==> config.mk <==
export PLATFORM = sky130hd
export DESIGN_NAME = i2c_accel_target_flat
export DESIGN_NICKNAME = d
export VERILOG_FILES = /design/src/rtl/i2c_accel_target_if.sv /design/src/rtl/i2c_accel_target.sv /design/src/flat_wrapper.sv
export SDC_FILE = /design/constraint.sdc
export NUM_CORES = 2
export LEC_CHECK = 0
export BUFFER_PORTS_ARGS = -buffer_cell sky130_fd_sc_hd__buf_4
export CELL_PAD_IN_SITES_DETAIL_PLACEMENT = 1
export CELL_PAD_IN_SITES_GLOBAL_PLACEMENT = 2
export CORE_ASPECT_RATIO = 1.75
export CORE_MARGIN = 2
export CORE_UTILIZATION = 50
export DETAILED_ROUTE_END_ITERATION = 12
export PLACE_DENSITY = 0.88
export SKIP_LAST_GASP = 1
export SLEW_MARGIN = 15
export SYNTH_ARGS = -nofsm -noshare
export SYNTH_HDL_FRONTEND = slang
export SYNTH_SLANG_ARGS = --single-unit
export TNS_END_PERCENT = 1
==> constraint.sdc <==
create_clock -name clk -period 5.3 [get_ports clk]
set_input_delay 0.53 -clock clk [delete_from_list [all_inputs] [get_ports clk]]
set_output_delay 0.53 -clock clk [all_outputs]
set_load 0.02 [all_outputs]
==> src/rtl/i2c_accel_target_if.sv <==
// I2C bus bundle between the accelerometer bus master and the target model.
//   scl    : bus clock as seen on the pad (driven by the master side)
//   sda_in : resolved SDA level on the pad (wired-AND of all drivers)
//   sda_oe : target pull-down enable, 1 = pull SDA low, 0 = release
// Modports: master drives scl/sda_in and observes sda_oe; slave is the target.
interface i2c_accel_target_if;
  logic scl;
  logic sda_in;
  logic sda_oe;

  modport master (
    output scl,
    output sda_in,
    input  sda_oe
  );

  modport slave (
    input  scl,
    input  sda_in,
    output sda_oe
  );
endinterface

==> src/rtl/i2c_accel_target.sv <==
// I2C target modelling the G-sensor accelerometer: a 64-byte register file served at
// 7-bit address 0x1D, with single/burst reads and writes and pointer auto-increment.
// Register 0 holds the read-only device ID 0xE5.
// Ports:
//   clk, reset_n      : system clock (>= 16x SCL) and synchronous active-low reset
//   bus               : I2C pins (scl, sda_in, sda_oe) via i2c_accel_target_if.slave
//   host_we/addr/wdata: local write port into the register file (index 0 ignored)
//   host_rdata        : register[host_addr], registered
//   wr_strobe/addr/data: one-cycle report of every data byte committed by the bus master
//   busy              : high from START until STOP, NACK-to-idle, address miss or reset
module i2c_accel_target (
  input  logic                 clk,
  input  logic                 reset_n,
  i2c_accel_target_if.slave    bus,
  input  logic                 host_we,
  input  logic [5:0]           host_addr,
  input  logic [7:0]           host_wdata,
  output logic [7:0]           host_rdata,
  output logic                 wr_strobe,
  output logic [5:0]           wr_addr,
  output logic [7:0]           wr_data,
  output logic                 busy
);

  localparam logic [6:0] DevAddr = 7'h1D;
  localparam logic [7:0] DevId   = 8'hE5;

  typedef enum logic [3:0] {
    StIdle, StAddr, StAckA, StReg, StAckR, StWdata, StAckW, StRdata, StRack
  } state_e;

  state_e     state_q;
  logic [3:0] cnt_q;
  logic [6:0] shift_q;     // low 7 bits of the byte in flight (rx) or remaining tx bits
  logic [5:0] ptr_q;
  logic       rw_q;
  logic       ack_on_q;    // ACK slot: 0 = waiting for first SCL fall, 1 = driving
  logic       mack_q;      // master ACKed a read byte; next byte loads on SCL fall
  logic [7:0] regs_q [64];
  logic       sda_oe_q, busy_q, wr_strobe_q;
  logic [5:0] wr_addr_q;
  logic [7:0] wr_data_q, host_rdata_q;
  logic       scl_s1_q, scl_s2_q, scl_h_q;
  logic       sda_s1_q, sda_s2_q, sda_h_q;

  logic       scl_rise, scl_fall, start_det, stop_det;
  logic [7:0] rx_byte, rd_byte;

  always_comb begin
    scl_rise  = scl_s2_q & ~scl_h_q;
    scl_fall  = ~scl_s2_q & scl_h_q;
    start_det = scl_s2_q & scl_h_q & ~sda_s2_q & sda_h_q;
    stop_det  = scl_s2_q & scl_h_q & sda_s2_q & ~sda_h_q;
    rx_byte   = {shift_q, sda_s2_q};
    rd_byte   = regs_q[ptr_q];
  end

  always_ff @(posedge clk) begin
    if (!reset_n) begin
      // Synchronizers reset to the idle bus level so reset never fabricates a START.
      scl_s1_q     <= 1'b1;
      scl_s2_q     <= 1'b1;
      scl_h_q      <= 1'b1;
      sda_s1_q     <= 1'b1;
      sda_s2_q     <= 1'b1;
      sda_h_q      <= 1'b1;
      state_q      <= StIdle;
      cnt_q        <= 4'd0;
      shift_q      <= 7'd0;
      ptr_q        <= 6'd0;
      rw_q         <= 1'b0;
      ack_on_q     <= 1'b0;
      mack_q       <= 1'b0;
      sda_oe_q     <= 1'b0;
      busy_q       <= 1'b0;
      wr_strobe_q  <= 1'b0;
      wr_addr_q    <= 6'd0;
      wr_data_q    <= 8'd0;
      host_rdata_q <= 8'd0;
      for (int i = 0; i < 64; i++) begin
        regs_q[i] <= (i == 0) ? DevId : 8'h00;
      end
    end else begin
      scl_s1_q     <= bus.scl;
      scl_s2_q     <= scl_s1_q;
      scl_h_q      <= scl_s2_q;
      sda_s1_q     <= bus.sda_in;
      sda_s2_q     <= sda_s1_q;
      sda_h_q      <= sda_s2_q;
      wr_strobe_q  <= 1'b0;
      host_rdata_q <= regs_q[host_addr];

      if (start_det) begin
        state_q  <= StAddr;
        cnt_q    <= 4'd0;
        sda_oe_q <= 1'b0;
        busy_q   <= 1'b1;
        ack_on_q <= 1'b0;
        mack_q   <= 1'b0;
      end else if (stop_det) begin
        state_q  <= StIdle;
        sda_oe_q <= 1'b0;
        busy_q   <= 1'b0;
        ack_on_q <= 1'b0;
        mack_q   <= 1'b0;
      end else begin
        unique case (state_q)
          StIdle: begin
          end
          StAddr: begin
            if (scl_rise) begin
              shift_q <= rx_byte[6:0];
              cnt_q   <= cnt_q + 4'd1;
              if (cnt_q == 4'd7) begin
                cnt_q <= 4'd0;
                if (rx_byte[7:1] == DevAddr) begin
                  rw_q    <= rx_byte[0];
                  state_q <= StAckA;
                end else begin
                  state_q <= StIdle;
                  busy_q  <= 1'b0;
                end
              end
            end
          end
          StReg: begin
            if (scl_rise) begin
              shift_q <= rx_byte[6:0];
              cnt_q   <= cnt_q + 4'd1;
              if (cnt_q == 4'd7) begin
                cnt_q   <= 4'd0;
                ptr_q   <= rx_byte[5:0];
                state_q <= StAckR;
              end
            end
          end
          StWdata: begin
            if (scl_rise) begin
              shift_q <= rx_byte[6:0];
              cnt_q   <= cnt_q + 4'd1;
              if (cnt_q == 4'd7) begin
                cnt_q       <= 4'd0;
                state_q     <= StAckW;
                wr_strobe_q <= 1'b1;
                wr_addr_q   <= ptr_q;
                wr_data_q   <= rx_byte;
                if (ptr_q != 6'd0) begin
                  regs_q[ptr_q] <= rx_byte;
                end
                ptr_q <= ptr_q + 6'd1;
              end
            end
          end
          StAckA, StAckR, StAckW: begin
            // First SCL fall starts the ACK pulse, the next one (after the 9th bit) ends it.
            if (scl_fall) begin
              if (!ack_on_q) begin
                sda_oe_q <= 1'b1;
                ack_on_q <= 1'b1;
              end else begin
                ack_on_q <= 1'b0;
                cnt_q    <= 4'd0;
                if (state_q == StAckA && rw_q) begin
                  shift_q  <= rd_byte[6:0];
                  sda_oe_q <= ~rd_byte[7];
                  ptr_q    <= ptr_q + 6'd1;
                  state_q  <= StRdata;
                end else begin
                  sda_oe_q <= 1'b0;
                  state_q  <= (state_q == StAckA) ? StReg : StWdata;
                end
              end
            end
          end
          StRdata: begin
            if (scl_rise) begin
              cnt_q <= cnt_q + 4'd1;
            end else if (scl_fall) begin
              if (cnt_q == 4'd8) begin
                sda_oe_q <= 1'b0;
                cnt_q    <= 4'd0;
                state_q  <= StRack;
              end else begin
                sda_oe_q <= ~shift_q[6];
                shift_q  <= {shift_q[5:0], 1'b0};
              end
            end
          end
          StRack: begin
            if (scl_rise) begin
              if (sda_s2_q) begin
                state_q <= StIdle;
                busy_q  <= 1'b0;
              end else begin
                mack_q <= 1'b1;
              end
            end else if (scl_fall && mack_q) begin
              mack_q   <= 1'b0;
              shift_q  <= rd_byte[6:0];
              sda_oe_q <= ~rd_byte[7];
              ptr_q    <= ptr_q + 6'd1;
              state_q  <= StRdata;
            end
          end
          default: state_q <= StIdle;
        endcase
      end

      // Placed after the bus commit so a same-index host write takes precedence.
      if (host_we && host_addr != 6'd0) begin
        regs_q[host_addr] <= host_wdata;
      end
    end
  end

  assign bus.sda_oe = sda_oe_q;
  assign busy       = busy_q;
  assign wr_strobe  = wr_strobe_q;
  assign wr_addr    = wr_addr_q;
  assign wr_data    = wr_data_q;
  assign host_rdata = host_rdata_q;

endmodule
==> src/flat_wrapper.sv <==
// flat-port wrapper written by rule: the top's interface ports become plain ports
module i2c_accel_target_flat 
  (clk, reset_n, host_we, host_addr, host_wdata, host_rdata, wr_strobe, wr_addr, wr_data, busy, bus_scl, bus_sda_in, bus_sda_oe);
  i2c_accel_target_if bus_i ();
  input  logic clk;
  input  logic reset_n;
  input  logic host_we;
  input  logic [5:0] host_addr;
  input  logic [7:0] host_wdata;
  output logic [7:0] host_rdata;
  output logic wr_strobe;
  output logic [5:0] wr_addr;
  output logic [7:0] wr_data;
  output logic busy;
  input wire logic [$bits(bus_i.scl)-1:0] bus_scl;
  input wire logic [$bits(bus_i.sda_in)-1:0] bus_sda_in;
  output wire logic [$bits(bus_i.sda_oe)-1:0] bus_sda_oe;
  assign bus_i.scl = bus_scl;
  assign bus_i.sda_in = bus_sda_in;
  assign bus_sda_oe = bus_i.sda_oe;
  i2c_accel_target u_core (.clk(clk), .reset_n(reset_n), .bus(bus_i), .host_we(host_we), .host_addr(host_addr), .host_wdata(host_wdata), .host_rdata(host_rdata), .wr_strobe(wr_strobe), .wr_addr(wr_addr), .wr_data(wr_data), .busy(busy));
endmodule
==> flow_metrics.py <==
metrics = {
    "synth": {
        "ys_seq_elements": 573,
        "synthCells": 2525,
        "synth_edf_count": 512,
        "synth_area_sq_um": 33000,
        "avgSynthCellArea_sq_um": 13.1,
        "syn_nets": 2548,
        "synth_seq_area_share": 0.502,
        "synth-main-ff-cell": "edfxtp_1",
        "yosys_warnings": 0,
        "async_reset_ff_frac": 0,
        "netlist-cell-type-count": 76,
    },
    "timing": {
        "slew_violations": 0,
        "slew_headroom": 0.0963,
        "fin_skew_ns": 0.0322,
        "hold_slack_ns": 0.0776,
        "worst_slew_pin_slew_ns": 1.35,
        "setup-tns-final_ns": 0,
        "min_period_over_period": 0.748,
        "rsz0062_at_grt": "false",
        "finalHoldViolations": 0,
        "finalSetupViolCount": 0,
        "fin_crit_ns": 3.97,
        "fmax_ghz": 0.252,
    },
    "global_route": {
        "grt_overflow_total": 0,
        "first_global_vias": 27759,
        "grt_pass1_wl_um": 212000,
        "grt_usage": 0.447,
        "antenna_found_initial": 12,
        "grt_max_degree": 66,
    },
    "power": {
        "leakage_nw": 11.4,
        "vdd_ir_drop_max_v": 0.000281,
        "cellPowerDensity_nw_per_um2": 385,
    },
    "clock_network": {
        "cts.clk_slew.worst_paths_ns": 0.07,
        "postCtsSetupBuffers": 0,
        "clk-insertion-delay-late_ns": 0.66,
        "h-tree-depth": 2,
        "clock_path_buffers": 3,
        "cts_hold_buffers": 0,
        "numCtsBuffers": 52,
        "cts_resized": 0,
        "clock-sinks": 573,
        "cts_tree": "yes",
        "clock-root-buffer": "clkbuf_16",
    },
    "detailed_routing": {
        "drcViolationCount": 0,
        "drtPass1Iterations": 6,
        "antenna_left": 0,
        "post_drt_wl_per_cell_um": 45.0,
        "viasPerCell": 8.35,
        "num_vias": 27930,
        "drtIter0Drc": 4450,
        "finalWirelength_um": 151000,
    },
    "cells_and_area": {
        "areaGrowthSynthToFinish_pct": 7.90,
        "drive_gt1_frac": 0.211,
        "nets": 2441,
        "postLayoutCellArea_sq_um": 35600,
        "fill_cells": 6296,
    },
    "hold_path": {
        "min_delay_path_depth": 2,
        "hp-class": "in -> reg",
        "holdPathEnd": "u_core.sda_s1_q$_SDFF_PN1_",
        "hold_start": "bus_sda_in",
    },
    "job": {
        "maxCapViolCount": 0,
    },
    "floorplanning": {
        "die_w_um": 198,
        "rows": 124,
        "die_area_sq_um": 68200,
        "pin_count": 44,
        "die_y_um": 344,
        "core_sq_um": 65300,
        "start_util": 0.506,
    },
    "placed_design": {
        "dpl.hpwl_um": 97700,
        "portBuffers": 43,
        "routabilityCongestion": 1.01,
        "placed_cell_area_sq_um": 34000,
    },
    "critical_path": {
        "cp-start-kind": "flip-flop",
        "cp_max_fo": 33,
        "rr_worst_depth": 6,
        "cp_top_family": "compound AO/OA/AOI/OAI gates",
        "worstPathRequired_ns": 5.79,
        "cp_slowest_stage_delay_ns": 1.07,
        "end_kind": "flip-flop",
        "path_buf_inv": 1,
        "slowest_stage": "a2111oi_0",
        "cp_data_arrival_time_ns": 4.46,
        "critical_path_class": "reg -> reg",
        "r2r_slack_ns": 1.33,
        "r2r_end": "u_core.shift_q[6]$_SDFFE_PN0P_",
        "worstPathCellList": "buf_4 > mux4_2 > mux2i_1 > o211ai_1 > a2111oi_0 > o22ai_1",
    },
    "outcome": {
        "status": "complete, no violations",
    },
}
[registers in the layout, indices dropped and copies added, names as in the netlist, 4 cells and up, named ones only]
signal             cells
u_core.wr_addr         6
u_core.cnt_q           4
u_core.wr_data         8
u_core.regs_q        512
u_core.shift_q         7
u_core.ptr_q           6
u_core.host_rdata      8
u_core.state_q         4
[cell families after synthesis]
kind of cell / count (synthesis) / synth area share
buf+inv: 318 / 0.0386
fa+ha+maj: 5 / 0.00182
simple gates: 456 / 0.0729
flops: 573 / 0.502
mux: 296 / 0.165
compound gates: 874 / 0.218
xor+xnor: 3 / 0.000795
[per-layer routing]
metal | routed length (um) | vias up | share of wire | global-route usage
met3 | 17900 | 885 | 0.12 | 0.146
li1 | - | 10391 | - | -
met2 | 69300 | 2509 | 0.46 | 0.707
met1 | 45700 | 14129 | 0.30 | 0.480
met4 | 17500 | 16 | 0.12 | 0.388
met5 | 107 | - | 0.00071 | 0.00427
[power by group]
| part | internal, mW | total (mW) | switching, mW |
|---|---|---|---|
| registers | 5.20 | 5.86 | 0.653 |
| clock network | 1.95 | 3.78 | 1.83 |
| logic | 1.31 | 4.08 | 2.77 |
[worst reg2reg max path, cell delays in order (launching register included)]
cell	delay (ns)
dfxtp_4	0.80
buf_4	0.47
mux4_2	0.61
mux2i_1	0.20
o211ai_1	0.48
a2111oi_0	1.08
o22ai_1	0.20
[cell usage after synthesis, drive strengths merged, types with 26 or more instances]
cell type / instances / area share
o22ai: 33 / 0.0062
mux2: 30 / 0.010
mux4: 197 / 0.13
a221oi: 74 / 0.020
clkbuf: 218 / 0.025
nand3: 26 / 0.0045
a21oi: 49 / 0.0074
edfxtp: 512 / 0.47
mux2i: 69 / 0.021
buf: 78 / 0.011
nor2: 132 / 0.015
o21ai: 43 / 0.0065
dfxtp: 61 / 0.037
nand2: 107 / 0.012
nor3: 85 / 0.019
a22o: 507 / 0.13
o221ai: 65 / 0.017
[layout by cell type, fill, tap and decap left out, drive strengths merged, types with 24 or more instances in the layout]
master | synthesis | routed
edfxtp | 512 | 512
a22o | 507 | 507
mux4 | 197 | 197
buf | 78 | 135
nor2 | 132 | 132
nand2 | 107 | 107
nor3 | 85 | 85
a221oi | 74 | 74
mux2i | 69 | 69
o221ai | 65 | 65
dfxtp | 61 | 61
clkbuf | 218 | 59
a21oi | 49 | 49
o21ai | 43 | 43
o22ai | 33 | 33
mux2 | 30 | 30
nand3 | 26 | 26
clkinv | 1 | 26
inv | 21 | 24
[worst max-delay path by stage]
stage / cells past startpoint / endpoint / start / slack, ns
6_report: 6 / u_core.shift_q[6]$_SDFFE_PN0P_ / flip-flop / 1.33
5_1_grt: 6 / u_core.shift_q[6]$_SDFFE_PN0P_ / flip-flop / 1.21
4_1_cts: 5 / u_core.regs_q[8][0]$_DFFE_PP_ / u_core.state_q[2]$_SDFFE_PP0P_ / 1.50
3_5_place_dp: 7 / u_core.regs_q[42][0]$_DFFE_PP_ / host_addr[2] / 1.39
3_3_place_gp: 8 / u_core.regs_q[57][7]$_DFFE_PP_ / host_addr[0] / 1.47
2_1_floorplan: 8 / u_core.regs_q[0][0]$_DFFE_PP_ / u_core.cnt_q[0]$_SDFFE_PP0P_ / 2.45
[area by class of cell]
cell class | count | area, sq um | share of cell area
timing repair buffer | 135 | 1020 | 0.0286
clock inverter | 33 | 229 | 0.00642
multi-input combinational | 1634 | 15200 | 0.427
clock buffer | 59 | 1370 | 0.0384
tap | 882 | 1100 | 0.0310
inverter | 22 | 82.6 | 0.00232
antenna | 6 | 15.0 | 0.000421
sequential | 573 | 16600 | 0.466
[metrics by stage]
stage / util / total power, mW / worst slack, ns / cells
2_1_floorplan: - / 8.02 / 2.45 / 2525
3_3_place_gp: 0.521 / 9.69 / 1.47 / 3245
3_5_place_dp: 0.521 / 9.78 / 1.39 / 3245
4_1_cts: 0.545 / 13.5 / 1.50 / 3337
5_1_grt: 0.546 / 13.9 / 1.21 / 3338
6_report: 0.546 / 13.7 / 1.33 / 3344
No activity file was read; power rests on OpenSTA's default activity.
